==> src/rtl/demux_pkg.sv <==
// demux_pkg: shared slot encoding, error-counter width and clog2 helper
package demux_pkg;
  typedef enum logic {SLOT_EMPTY = 1'b0, SLOT_FULL = 1'b1} slot_state_e;
  localparam int ERR_CNT_W = 8;
  function automatic int clog2(input int v);
    int r;
    r = 0;
    for (int i = 0; i < 31; i++) if ((1 << i) < v) r = i + 1;
    return r;
  endfunction
endpackage

==> src/rtl/demux_slot.sv <==
// demux_slot: one-entry output register with EMPTY/FULL state and free/drain logic
module demux_slot
  import demux_pkg::*;
#(
  parameter int W = 8
) (
  input  logic         clock,
  input  logic         reset_,
  input  logic         wr,
  input  logic [W-1:0] wr_data,
  input  logic         ready,
  output logic         valid,
  output logic [W-1:0] data,
  output logic         free
);
  slot_state_e state_q, state_d;
  always_ff @(posedge clock or negedge reset_)
    if (!reset_) begin
      state_q <= SLOT_EMPTY;
      data    <= '0;
    end else begin
      state_q <= state_d;
      if (wr) data <= wr_data;
    end
  always_comb begin
    state_d = state_q;
    state_d = wr ? SLOT_FULL : (ready ? SLOT_EMPTY : state_q);
  end
  assign valid = state_q == SLOT_FULL;
  assign free  = state_q == SLOT_EMPTY || ready;
endmodule

==> src/rtl/demux_1ton_stream.sv <==
// demux_1ton_stream: 1-to-N valid/ready demultiplexer with broadcast and
// out-of-range drop counting
module demux_1ton_stream
  import demux_pkg::*;
#(
  parameter  int W     = 8,
  parameter  int N     = 16,
  localparam int SEL_W = (N > 1) ? clog2(N) : 1
) (
  input  logic                 clock,
  input  logic                 reset_,
  input  logic                 in_valid,
  output logic                 in_ready,
  input  logic [W-1:0]         in_data,
  input  logic [SEL_W-1:0]     in_sel,
  input  logic                 in_bcast,
  output logic [N-1:0]         out_valid,
  input  logic [N-1:0]         out_ready,
  output logic [N*W-1:0]       out_data,
  output logic                 err,
  output logic [ERR_CNT_W-1:0] err_count
);
  logic [N-1:0] sel_oh, free, wr;
  logic in_range, accept, drop;
  always_comb begin
    sel_oh = '0;
    for (int i = 0; i < N; i++) sel_oh[i] = 32'(in_sel) == 32'(i);
  end
  assign in_range = |sel_oh;
  // Out-of-range words are always consumed so they never stall the producer
  assign in_ready = in_bcast ? &free : (in_range ? |(sel_oh & free) : 1'b1);
  assign accept   = in_valid && in_ready;
  assign wr       = accept ? (in_bcast ? '1 : sel_oh) : '0;
  assign drop     = accept && !in_bcast && !in_range;
  for (genvar g = 0; g < N; g++) begin : g_slot
    demux_slot #(.W(W)) u_slot (
      .clock   (clock),
      .reset_  (reset_),
      .wr      (wr[g]),
      .wr_data (in_data),
      .ready   (out_ready[g]),
      .valid   (out_valid[g]),
      .data    (out_data[g*W +: W]),
      .free    (free[g])
    );
  end
  always_ff @(posedge clock or negedge reset_)
    if (!reset_) begin
      err       <= 1'b0;
      err_count <= '0;
    end else begin
      err <= drop;
      if (drop && err_count != '1) err_count <= err_count + 1'b1;
    end
endmodule

==> config.mk <==
export PLATFORM = sky130hd
export DESIGN_NAME = demux_1ton_stream
export DESIGN_NICKNAME = d
export VERILOG_FILES = /design/src/rtl/demux_pkg.sv /design/src/rtl/demux_slot.sv /design/src/rtl/demux_1ton_stream.sv
export SDC_FILE = /design/constraint.sdc
export NUM_CORES = 1
export LEC_CHECK = 0
export BUFFER_PORTS_ARGS = -buffer_cell sky130_fd_sc_hd__buf_4
export CAP_MARGIN = 20
export CORE_ASPECT_RATIO = 0.8
export CORE_MARGIN = 1
export CORE_UTILIZATION = 47
export CTS_CLUSTER_SIZE = 10
export DETAILED_ROUTE_END_ITERATION = 6
export GPL_ROUTABILITY_DRIVEN = 0
export HOLD_SLACK_MARGIN = 0.03
export PLACE_DENSITY = 0.75
export SLEW_MARGIN = 20
export SYNTH_ARGS = -nofsm -noshare
export SYNTH_HDL_FRONTEND = slang
export SYNTH_SLANG_ARGS = --single-unit
==> constraint.sdc <==
create_clock -name clock -period 2.2 [get_ports clock]
set_clock_uncertainty 0.1 [all_clocks]
set_input_delay 0.44 -clock clock [delete_from_list [all_inputs] [get_ports clock]]
set_output_delay 0.44 -clock clock [all_outputs]
set_load 0.005 [all_outputs]
==> flow_summary_export.csv <==
group,metric,value,unit
final_layout,finalNetCount,716,
grt,grt_busiest_layer,"met2",
timing,fmax,399,MHz
worst_setup_path,crit_slowest_cell,"or4_4",
power,max-vdd-ir-drop,805,uV
worst_setup_path,critical_path.max_fanout,3,
worst_setup_path,critPathMaxStageDelay,560,ps
timing,report.final.slew_viol_count,0,
worst_setup_path,cpLargestDelayFamily,"simple AND/OR/NAND/NOR gates",
worst_setup_path,arrival,1970,ps
worst_setup_path,r2r_end,"g_slot[14].u_slot.data[5]",
final_layout,antenna_cells,0,
worst_setup_path,crit_required,1660,ps
floorplanning,initial_utilization,48.4,%
worst_setup_path,critPathLaunchType,"flop",
cts,worst_setup_hold_path_clk_slew,60,ps
routing,drt_wl_total,18.3,mm
worst_setup_path,crit_buf_inv,1,
grt,grt.met1_usage,35.7,%
synth,synthTopCellsByArea,"dfrtp_1 (58%), mux2_2 (16%), mux2_4 (7.3%)",
cts,cts_tree,"yes",
routing,drc,0,
status,outcome,"finished, violations left",
routing,first_pass_iters,4,
cts,clock-sinks,153,
cts,clockBufferDepth,2,
routing,wire_per_inst,20.9,um
grt,grt-ovfl-total,0,
final_layout,layout-drive-gt1-share,67.3,%
power,intPower,9.61,mW
cts,root_buffer,"clkbuf_16",
worst_hold_path,hp-class,"input pin to flop",
grt,grt_pass1_vias,4834,
routing,drt_iter0_markers,223,
power,seq_power_share,36.1,%
synth,synth.distinct_cells,38,
synth,yosys.area.top_type,"dfrtp_1",
power,leakage,4.77,nW
grt,met3_usage,7.96,%
synth,synthArstFlopShare,100,%
floorplanning,ioPinCount,186,
grt,grt_antenna_before_repair,0,
timing,min_period,2510,ps
timing,finalHoldViolCount,0,
worst_hold_path,hp-start,"out_ready[9]",
status,failed_checks,"setup timing",
floorplanning,rows,38,
worst_setup_path,reg2reg_slack,-290,ps
grt,grt_pass1_wl,27.7,mm
power,p_sw_share,30.1,%
synth,synthFlopType,"dfrtp_1",
timing,fin_setup_tns,-31070,ps
floorplanning,core_area,13600,um^2
cts,clk_latency,420,ps
routing,antenna_left,0,
synth,netlist_area,6590,um^2
synth,syn_avg_cell_area,15.1,um^2
synth,yosysTopAreaCellShare,58.1,%
worst_setup_path,end_kind,"output port",
worst_setup_path,endpoint,"in_ready",
power,p_comb_share,43.2,%
routing,vias,4530,
floorplanning,fp.dieH,108,um
synth,synth-seq-cells,153,
grt,track_usage,25.9,%
placed_design,io_buffer_count,185,
synth,ys_seq_area_share,58.1,%
grt,gr-usage-met2,40.1,%
worst_setup_path,r2r_start,"g_slot[2].u_slot.valid",
worst_setup_path,critical_path_class,"flop to output port",
worst_setup_path,critPathLaunch,"g_slot[3].u_slot.valid",
final_layout,syn2layout_area_growth,48.2,%
routing,via_per_inst,5.17,
grt,grt_start_max_net_pins,57,
power,p_total,13.7,mW
timing,fin_crit_sh,114,%
worst_setup_path,crit_chain,"nor2b_2, or4_4, o21ai_1, o21a_1, buf_4",
cts,cts_buffers,17,
synth,synth-edff-count,0,
floorplanning,die_x,134,um
timing,setup_viol,132,
synth,syn-num-nets,468,
power,p_switching,4.14,mW
cts,htree_levels,4,
timing,grt_setup_unrepaired,"true",
synth,yosys_warnings,0,
timing,fin_ws,-306,ps
power,p_per_area,1410,nW/um^2
placed_design,dpl.hpwl,12.2,mm
synth,synth_cells,436,
floorplanning,design.die.area,14500,um^2
worst_setup_path,cp_num_cells,5,
run,max-cap-violations,0,
worst_setup_path,r2r_cells,11,
power,power_frac_clock,20.7,%
## worst reg2reg max path: stages, from the launching register on
cell and delay, ps:
dfrtp_1 380, nor2b_4 140, buf_6 110, nor4_4 250, nand4_1 150, buf_4 170
nor3_4 180, buf_12 170, buf_6 100, o221ai_4 120, clkbuf_16 210, mux2_4 290
## Yosys cell counts (all sizes together), types with 2 or more instances
master / n
nor2b: 10
mux2: 128
dfrtp: 153
buf: 26
nor4: 5
nand4: 2
inv: 2
nor3: 4
clkbuf: 18
and2: 11
o21ai: 3
nor2: 9
a31oi: 2
nand2b: 18
nand2: 12
nor3b: 2
and3: 3
o221ai: 16
a2111oi: 2
## cell usage in the layout, fill, tap and decap left out, types with 11 or more instances in the layout
master and count:
o221ai_4 13, mux2_2 91, buf_6 11, clkbuf_16 21, buf_4 233, nand2b_1 13, and2_1 11, buf_12 22
mux2_4 37, dfrtp_1 153
## registers in the layout, summed over array words and instances (netlist names)
register / flops
err_count: 8
g_slot.u_slot.data: 128
g_slot.u_slot.valid: 16
err: 1
## per-stage QoR
| stage | hold slack (ps) | instances | util [%] | setup WS, ps | cell area [um^2] |
|---|---|---|---|---|---|
| finish | 212 | 877 | 71.8 | -306 | 9760 |
| detailed placement | 266 | 826 | 64.4 | -355 | 8760 |
| floorplan | 44.4 | 436 | - | -232 | 6630 |
| global route | 211 | 877 | 71.8 | -381 | 9760 |
| global placement | 266 | 826 | 64.4 | -319 | 8760 |
| CTS | 194 | 869 | 70.3 | -314 | 9560 |
## layout make-up
class | count | area [um^2]
fill | 888 | 3840
clock inverter | 14 | 139
multi-input combinational | 237 | 2680
inverter | 2 | 7.51
clock buffer | 18 | 429
tap | 180 | 225
timing repair buffer | 273 | 2450
sequential | 153 | 3830
## worst min path at each step
stage,endpoint,cells after the start
2_1_floorplan,err,0
3_3_place_gp,err_count[0],0
3_5_place_dp,err_count[3],0
4_1_cts,g_slot[9].u_slot.valid,3
5_1_grt,g_slot[9].u_slot.valid,3
6_report,g_slot[9].u_slot.valid,3
## logic make-up (layout without fill, tap and decap cells)
family / Yosys count / count (layout) / share of synthesized area (%)
simple gates: 78 / 78 / 6.99
buf+inv: 46 / 307 / 4.27
compound gates: 30 / 30 / 6.84
other cells: 1 / 1 / 0.0569
flops: 153 / 153 / 58.1
mux: 128 / 128 / 23.7
## repair_timing
| item | 4_1_cts | 5_1_grt |
|---|---|---|
| setup endpoints to repair | 140 | 145 |
| resized for setup | 26 | 23 |
| pin swaps | 11 | 7 |
| cloned | 2 | 3 |
| setup buffers | 9 | 7 |
| hold buffers | 1 | 0 |
| endpoints found under the hold margin | 46 | 0 |
## power by group through the flow
stage | Clock (mW) | Combinational (mW) | Sequential, mW
detailed placement | 0 | 5.50 | 4.96
finish | 2.84 | 5.94 | 4.97
global placement | 0 | 5.35 | 4.91
global route | 3.00 | 6.30 | 5.10
floorplan | 0 | 2.40 | 4.88
CTS | 2.88 | 5.77 | 4.95
## routing by layer
layer / share of wire [%] / vias up / wire, um
met5: 0 / - / 0
met4: 0.58 / 0 / 107
met3: 6.9 / 13 / 1260
met2: 47 / 164 / 8600
met1: 46 / 2322 / 8360
li1: - / 2031 / -
Note: power is estimated with default switching activity, not from simulation.
